## src/rtl/cbus_arbiter.sv

```systemverilog
// -----------------------------------------------------------------------------
// cbus_arbiter
//   Shares the single cache-bus master port among NUM_PORTS internal
//   requesters (port 0 = ibus, port 1 = dbus). One requester is granted at a
//   time, and the grant is held until that requester's ready && last beat.
//   The winner's request goes to the bus unchanged, and the bus response is
//   routed back only to the winner.
//
// Ports
//   clk     in   rising-edge clock
//   reset   in   synchronous, active-high reset
//   ireqs   in   cbus_req_t  [NUM_PORTS]  per-requester requests
//   iresps  out  cbus_resp_t [NUM_PORTS]  per-requester responses
//   oreq    out  cbus_req_t               request to the shared bus
//   oresp   in   cbus_resp_t              response from the shared bus
//
// Build option
//   CBUS_ARB_ROUND_ROBIN_EN  defined   : round-robin start index advances
//                                        after each completed transaction
//                            undefined : fixed priority, lowest index wins
// -----------------------------------------------------------------------------

package cbus_pkg;
    typedef struct packed {
        logic        valid;
        logic        is_write;
        logic [2:0]  size;
        logic [63:0] addr;
        logic [7:0]  strobe;
        logic [63:0] data;
        logic [7:0]  len;
        logic [1:0]  burst;
    } cbus_req_t;

    typedef struct packed {
        logic        ready;
        logic        last;
        logic [63:0] data;
    } cbus_resp_t;
endpackage

// state | meaning
// IDLE  | no grant; outputs zero; pick a winner from the valid requesters
// BUSY  | ireqs[sel] drives oreq, oresp goes to iresps[sel]; leave on ready && last
module cbus_arbiter
    import cbus_pkg::*;
#(
    parameter int NUM_PORTS = 2
) (
    input  logic       clk,
    input  logic       reset,
    input  cbus_req_t  ireqs  [NUM_PORTS],
    output cbus_resp_t iresps [NUM_PORTS],
    output cbus_req_t  oreq,
    input  cbus_resp_t oresp
);

    localparam int SW = $clog2(NUM_PORTS);

    typedef enum logic {
        IDLE = 1'b0,
        BUSY = 1'b1
    } state_t;

    state_t        state;
    state_t        state_next;
    logic [SW-1:0] sel;
    logic [SW-1:0] sel_next;
    logic [SW-1:0] prio;
    logic [SW-1:0] winner;
    logic          found;
    logic          done;

    assign done = oresp.ready && oresp.last;

    // Circular scan starting at prio; the first valid index wins.
    always_comb begin
        logic [SW-1:0] idx;
        winner = '0;
        found  = 1'b0;
        idx    = '0;
        for (int k = 0; k < NUM_PORTS; k++) begin
            idx = SW'((int'(prio) + k) % NUM_PORTS);
            if (!found && ireqs[idx].valid) begin
                found  = 1'b1;
                winner = idx;
            end
        end
    end

    always_ff @(posedge clk) begin
        if (reset) begin
            state <= IDLE;
            sel   <= '0;
        end else begin
            state <= state_next;
            sel   <= sel_next;
        end
    end

    always_comb begin
        state_next = state;
        sel_next   = sel;
        case (state)
            IDLE: begin
                if (found) begin
                    state_next = BUSY;
                    sel_next   = winner;
                end
            end
            BUSY: begin
                if (done) begin
                    state_next = IDLE;
                end
            end
            default: state_next = IDLE;
        endcase
    end

    // The granted request, valid included, passes straight through, so a
    // requester dropping valid mid-transaction is visible on the bus. The
    // grant is still held until ready && last.
    always_comb begin
        oreq = '0;
        for (int i = 0; i < NUM_PORTS; i++) begin
            iresps[i] = '0;
        end
        if (state == BUSY) begin
            oreq        = ireqs[sel];
            iresps[sel] = oresp;
        end
    end

`ifdef CBUS_ARB_ROUND_ROBIN_EN
    // After a transaction completes, the port after the one just served has
    // first claim on the next grant.
    always_ff @(posedge clk) begin
        if (reset) begin
            prio <= '0;
        end else if (state == BUSY && done) begin
            prio <= (sel == SW'(NUM_PORTS - 1)) ? '0 : sel + 1'b1;
        end
    end
`else
    assign prio = '0;
`endif

endmodule
```

## config.mk

```make
export PLATFORM = sky130hd
export DESIGN_NAME = cbus_arbiter
export DESIGN_NICKNAME = d
export VERILOG_FILES = /design/src/rtl/cbus_arbiter.sv
export SDC_FILE = /design/constraint.sdc
export NUM_CORES = 1
export LEC_CHECK = 0
export CAP_MARGIN = 0
export CORE_AREA = 2 2 257 259
export DETAILED_ROUTE_END_ITERATION = 8
export DIE_AREA = 0 0 259 261
export GPL_TIMING_DRIVEN = 0
export HOLD_SLACK_MARGIN = 0.05
export SLEW_MARGIN = 25
export SYNTH_ARGS = -nofsm -noshare
export SYNTH_HDL_FRONTEND = slang
export SYNTH_SLANG_ARGS = --single-unit
export TNS_END_PERCENT = 5
```

## constraint.sdc

```tcl
create_clock -name clk -period 2.4 [get_ports clk]
set_input_delay 0.6 -clock clk [delete_from_list [all_inputs] [get_ports clk]]
set_output_delay 0.6 -clock clk [all_outputs]
set_load 0.02 [all_outputs]
```

Word level (Yosys, flattened, before mapping) --
Cells that the tools add are included.
Storage, ports and cells: memory bits (writable) 0, latch bits 0, memories kept 0, output and inout bits 283, logic and storage cells 25, ROM bits 0, register bits after elaboration 2
Operators by class: shift operators 0, $lt $le $gt $ge 2, add/sub/neg operators 0, $mul 0, equality and inequality tests 0, divide/modulo/power cells 0, muxes and demuxes 13, bitwise gates (word level) 3, reduce and logical (&&, ||, !) cells 5
Operators with widths (number):
- 2-to-1 mux 151 bit | 4
- bitwise AND 132 bit | 1
- 2-to-1 mux 132 bit | 1
- demux 66 bit (select 1 bit) | 1
- 2-to-1 mux 66 bit | 1
- 2-to-1 mux 1 bit | 5
- logical AND 1 bit | 3
- >= comparator 2 bit (second input constant) | 1
- < comparator 2 x 1 -> 1 bit (second input constant) | 1
- NOT 1 -> 2 bit | 1
- one-hot mux 1 bit (2 select lines) | 1
- AND reduction 2 bit | 1
- logical NOT 1 bit | 1
- NOT 1 bit | 1

Logic depth before layout (Yosys ltp) --
depth after elaboration 7, gate-level depth with buffers 5

Worst setup path after synthesis --
OpenSTA, ideal clock, no wires.
kind register to output, start register state, end output port iresps[100] (netlist name), cell stages (with the launch flop) 6, arrival time 1127 ps, setup slack 673 ps, required time 1800 ps, cell sequence dfxtp_1 buf_2 and2b_1 buf_2 clkbuf_2 and2_1
RTL lines:
- start, declared | line 65 | state_t state;
- start signal, assigned | line 96 | state <= state_next;
- end, declared | line 53 | output cbus_resp_t iresps [NUM_PORTS],

==> results.cfg <==
[worst_setup_path]
worstReg2RegStart = sel
cp_data_arrival_time_ps = 1860
crit_path_end_kind = primary output
worstSetupPathType = primary input to primary output
r2r_slack_ps = 1170
cp.required_ps = 1800
cp-startpoint = ireqs[74]
start_kind = primary input
crit-reg2reg-capture = sel
crit_end = oreq[74]
worstPathMaxFanout = 1
worst-r2r-cell-count = 4

[sta]
rsz0062_at_grt = yes
finalCritPeriodShare_pct = 103
fmax_mhz = 406
setup_viol = 2
worst_pin_slew_ps = 492
fin_ws_ps = -60.3
maxSlewViolCount = 0
tns_ps = -90.3
maxSlewHeadroom_pct = 67.3
fin_crit_ps = 2460
holdWs_ps = 736
finalHoldViolCount = 0
finClkSkew_ps = 1.88

[global_routing]
grt_max_degree = 11
grt_pass1_wl_um = 49700
grt-ovfl-total = 0
antenna_found_initial = 7
grt_pass1_vias = 6367
track_usage_pct = 10.8

[detailed_routing]
ant_nets = 0
first_iter_violations = 177
num_vias = 6218
top_layer = met4
wl_met3_um = 3240
viasPerCell = 3.08
firstDrtPassIters = 4
drt_wl_total_um = 40000
drc = 0
wl_met1_um = 14900
wl_per_cell_um = 19.8
met2_length_um = 20600

[synthesis]
synth_cell_types = 15
ys_warn_count = 0
netlist_area_um2 = 3280
synth_cells = 498
yosysSeqAreaShare_pct = 1.22
synth-seq-cells = 2
syn_avg_cell_area_um2 = 6.58
synth_nets = 868

[hold_path]
min_path_type = flip-flop to flip-flop

[finish]
area_delta_synth_final_pct = 232
final_cell_area_um2 = 10900
antennaDiodeCount = 0
seq_area_um2 = 41.3
multi_input_area_um2 = 3030
final_nets = 1525
fin_util_pct = 16.7
nFillCells = 7492
drive_above_1_share_pct = 11.7

[cts]
clock_latency_ps = 220
cts_sinks = 2
cts_max_path_buffers = 2
cts_max_level = 1
cts_hold_buf = 0
cts_made_buffers = 3
cts.reportedPaths.clkPinSlew_ps = 30
cts-root-buf = clkbuf_16
cts_tree = done

[floorplanning]
dieHeight_um = 261
die_w_um = 259
fp.dieArea_um2 = 67600
coreArea_um2 = 65000
start_util_pct = 5.04
ios = 653
fp-row-count = 94

[place]
dpl-instance-area_um2 = 10900
gp_congestion = 0.769
io_buffers = 652
dpl.hpwl_um = 36200

[power_and_ir_drop]
power_density_nw_per_um2 = 235
ir_drop_v = 0.000158
total_power_mw = 2.55
leakage_nw = 5.16

[run_status]
violations = negative setup slack
status = complete, but fails checks

[job]
drv_cap = 0
==> Yosys cell counts <==
cell	n	area [um2]
buf_4	15	113
and3_1	66	413
clkbuf_1	19	71.3
nor3_1	1	5.00
a221oi_1	1	8.76
inv_2	2	7.51
mux2i_1	151	1510
nand2b_1	1	6.26
a311oi_1	1	8.76
nor2_1	151	567
dfxtp_1	2	40.0
and2_1	66	413
and2b_1	1	7.51
clkbuf_2	4	20.0
buf_2	17	85.1
==> cells in the final DEF (no fill, tap or decap), types with 2 or more instances in the layout <==
master	count
clkdlybuf4s50_1	368
dlygate4sd2_1	186
nor2_1	150
mux2i_1	137
and2_1	66
and3_1	66
clkbuf_2	38
clkdlybuf4s15_1	22
buf_2	20
dlymetal6s2s_1	15
clkdlybuf4s15_2	15
clkbuf_4	12
buf_6	10
mux2i_2	10
buf_8	8
buf_4	6
mux2i_4	4
buf_12	3
clkbuf_16	3
clkbuf_1	2
==> report_power, final <==
group          switching, mW  internal [mW]  total, mW
clock network         0.0371          0.212      0.249
logic                   1.14           1.12       2.27
registers            0.00280         0.0364     0.0392
==> cells by family after synthesis <==
| family | Yosys count | share of synthesized area, % |
|---|---|---|
| flip-flops | 2 | 1.22 |
| multiplexers | 151 | 46.1 |
| buffers and inverters | 57 | 9.05 |
| AO/OA/AOI/OAI | 2 | 0.535 |
| AND/OR/NAND/NOR | 286 | 43.1 |
==> flip-flops by register name, indices dropped and copies added (netlist names) <==
register	flops
sel	1
state	1
==> worst min path at each step <==
stage,from,slack (ps),depth (start not counted),endpoint
finish,state,740,3,sel
global route,state,760,3,sel
CTS,state,780,3,sel
detailed placement,state,860,3,sel
global placement,state,850,3,sel
floorplan,state,640,3,sel
==> what timing repair did <==
action	4_1_cts	5_1_grt
resized for setup	467	94
endpoints found under the hold margin	0	0
setup endpoints to repair	283	146
buffers inserted	0	0
==> layout make-up <==
type | instances | area share, %
repair buffers | 652 | 56.3
clock buffers | 3 | 0.690
multi-input cells | 439 | 27.9
well taps | 864 | 9.94
plain buffers | 55 | 4.70
flip-flops and latches | 2 | 0.380
inverters | 2 | 0.0920
==> routing by layer <==
layer	GRT usage [%]	up-vias
met3	2.53	36
met1	11.6	2752
met4	2.99	0
met2	20.8	440
li1	-	2990
met5	0	-
==> worst max-delay path, cell delays in order <==
cell and delay, ps:
clkdlybuf4s50_1 510, mux2i_2 110, nor2_1 100, dlygate4sd2_1 530
==> through the flow <==
step	worst slack, ps	cells
final	-60.3	2017
after global routing	-161	2017
after CTS	-207	2017
after detailed placement	-824	2014
after global placement	-814	2014
after floorplan	673	498
(Power assumes the default switching activity.)
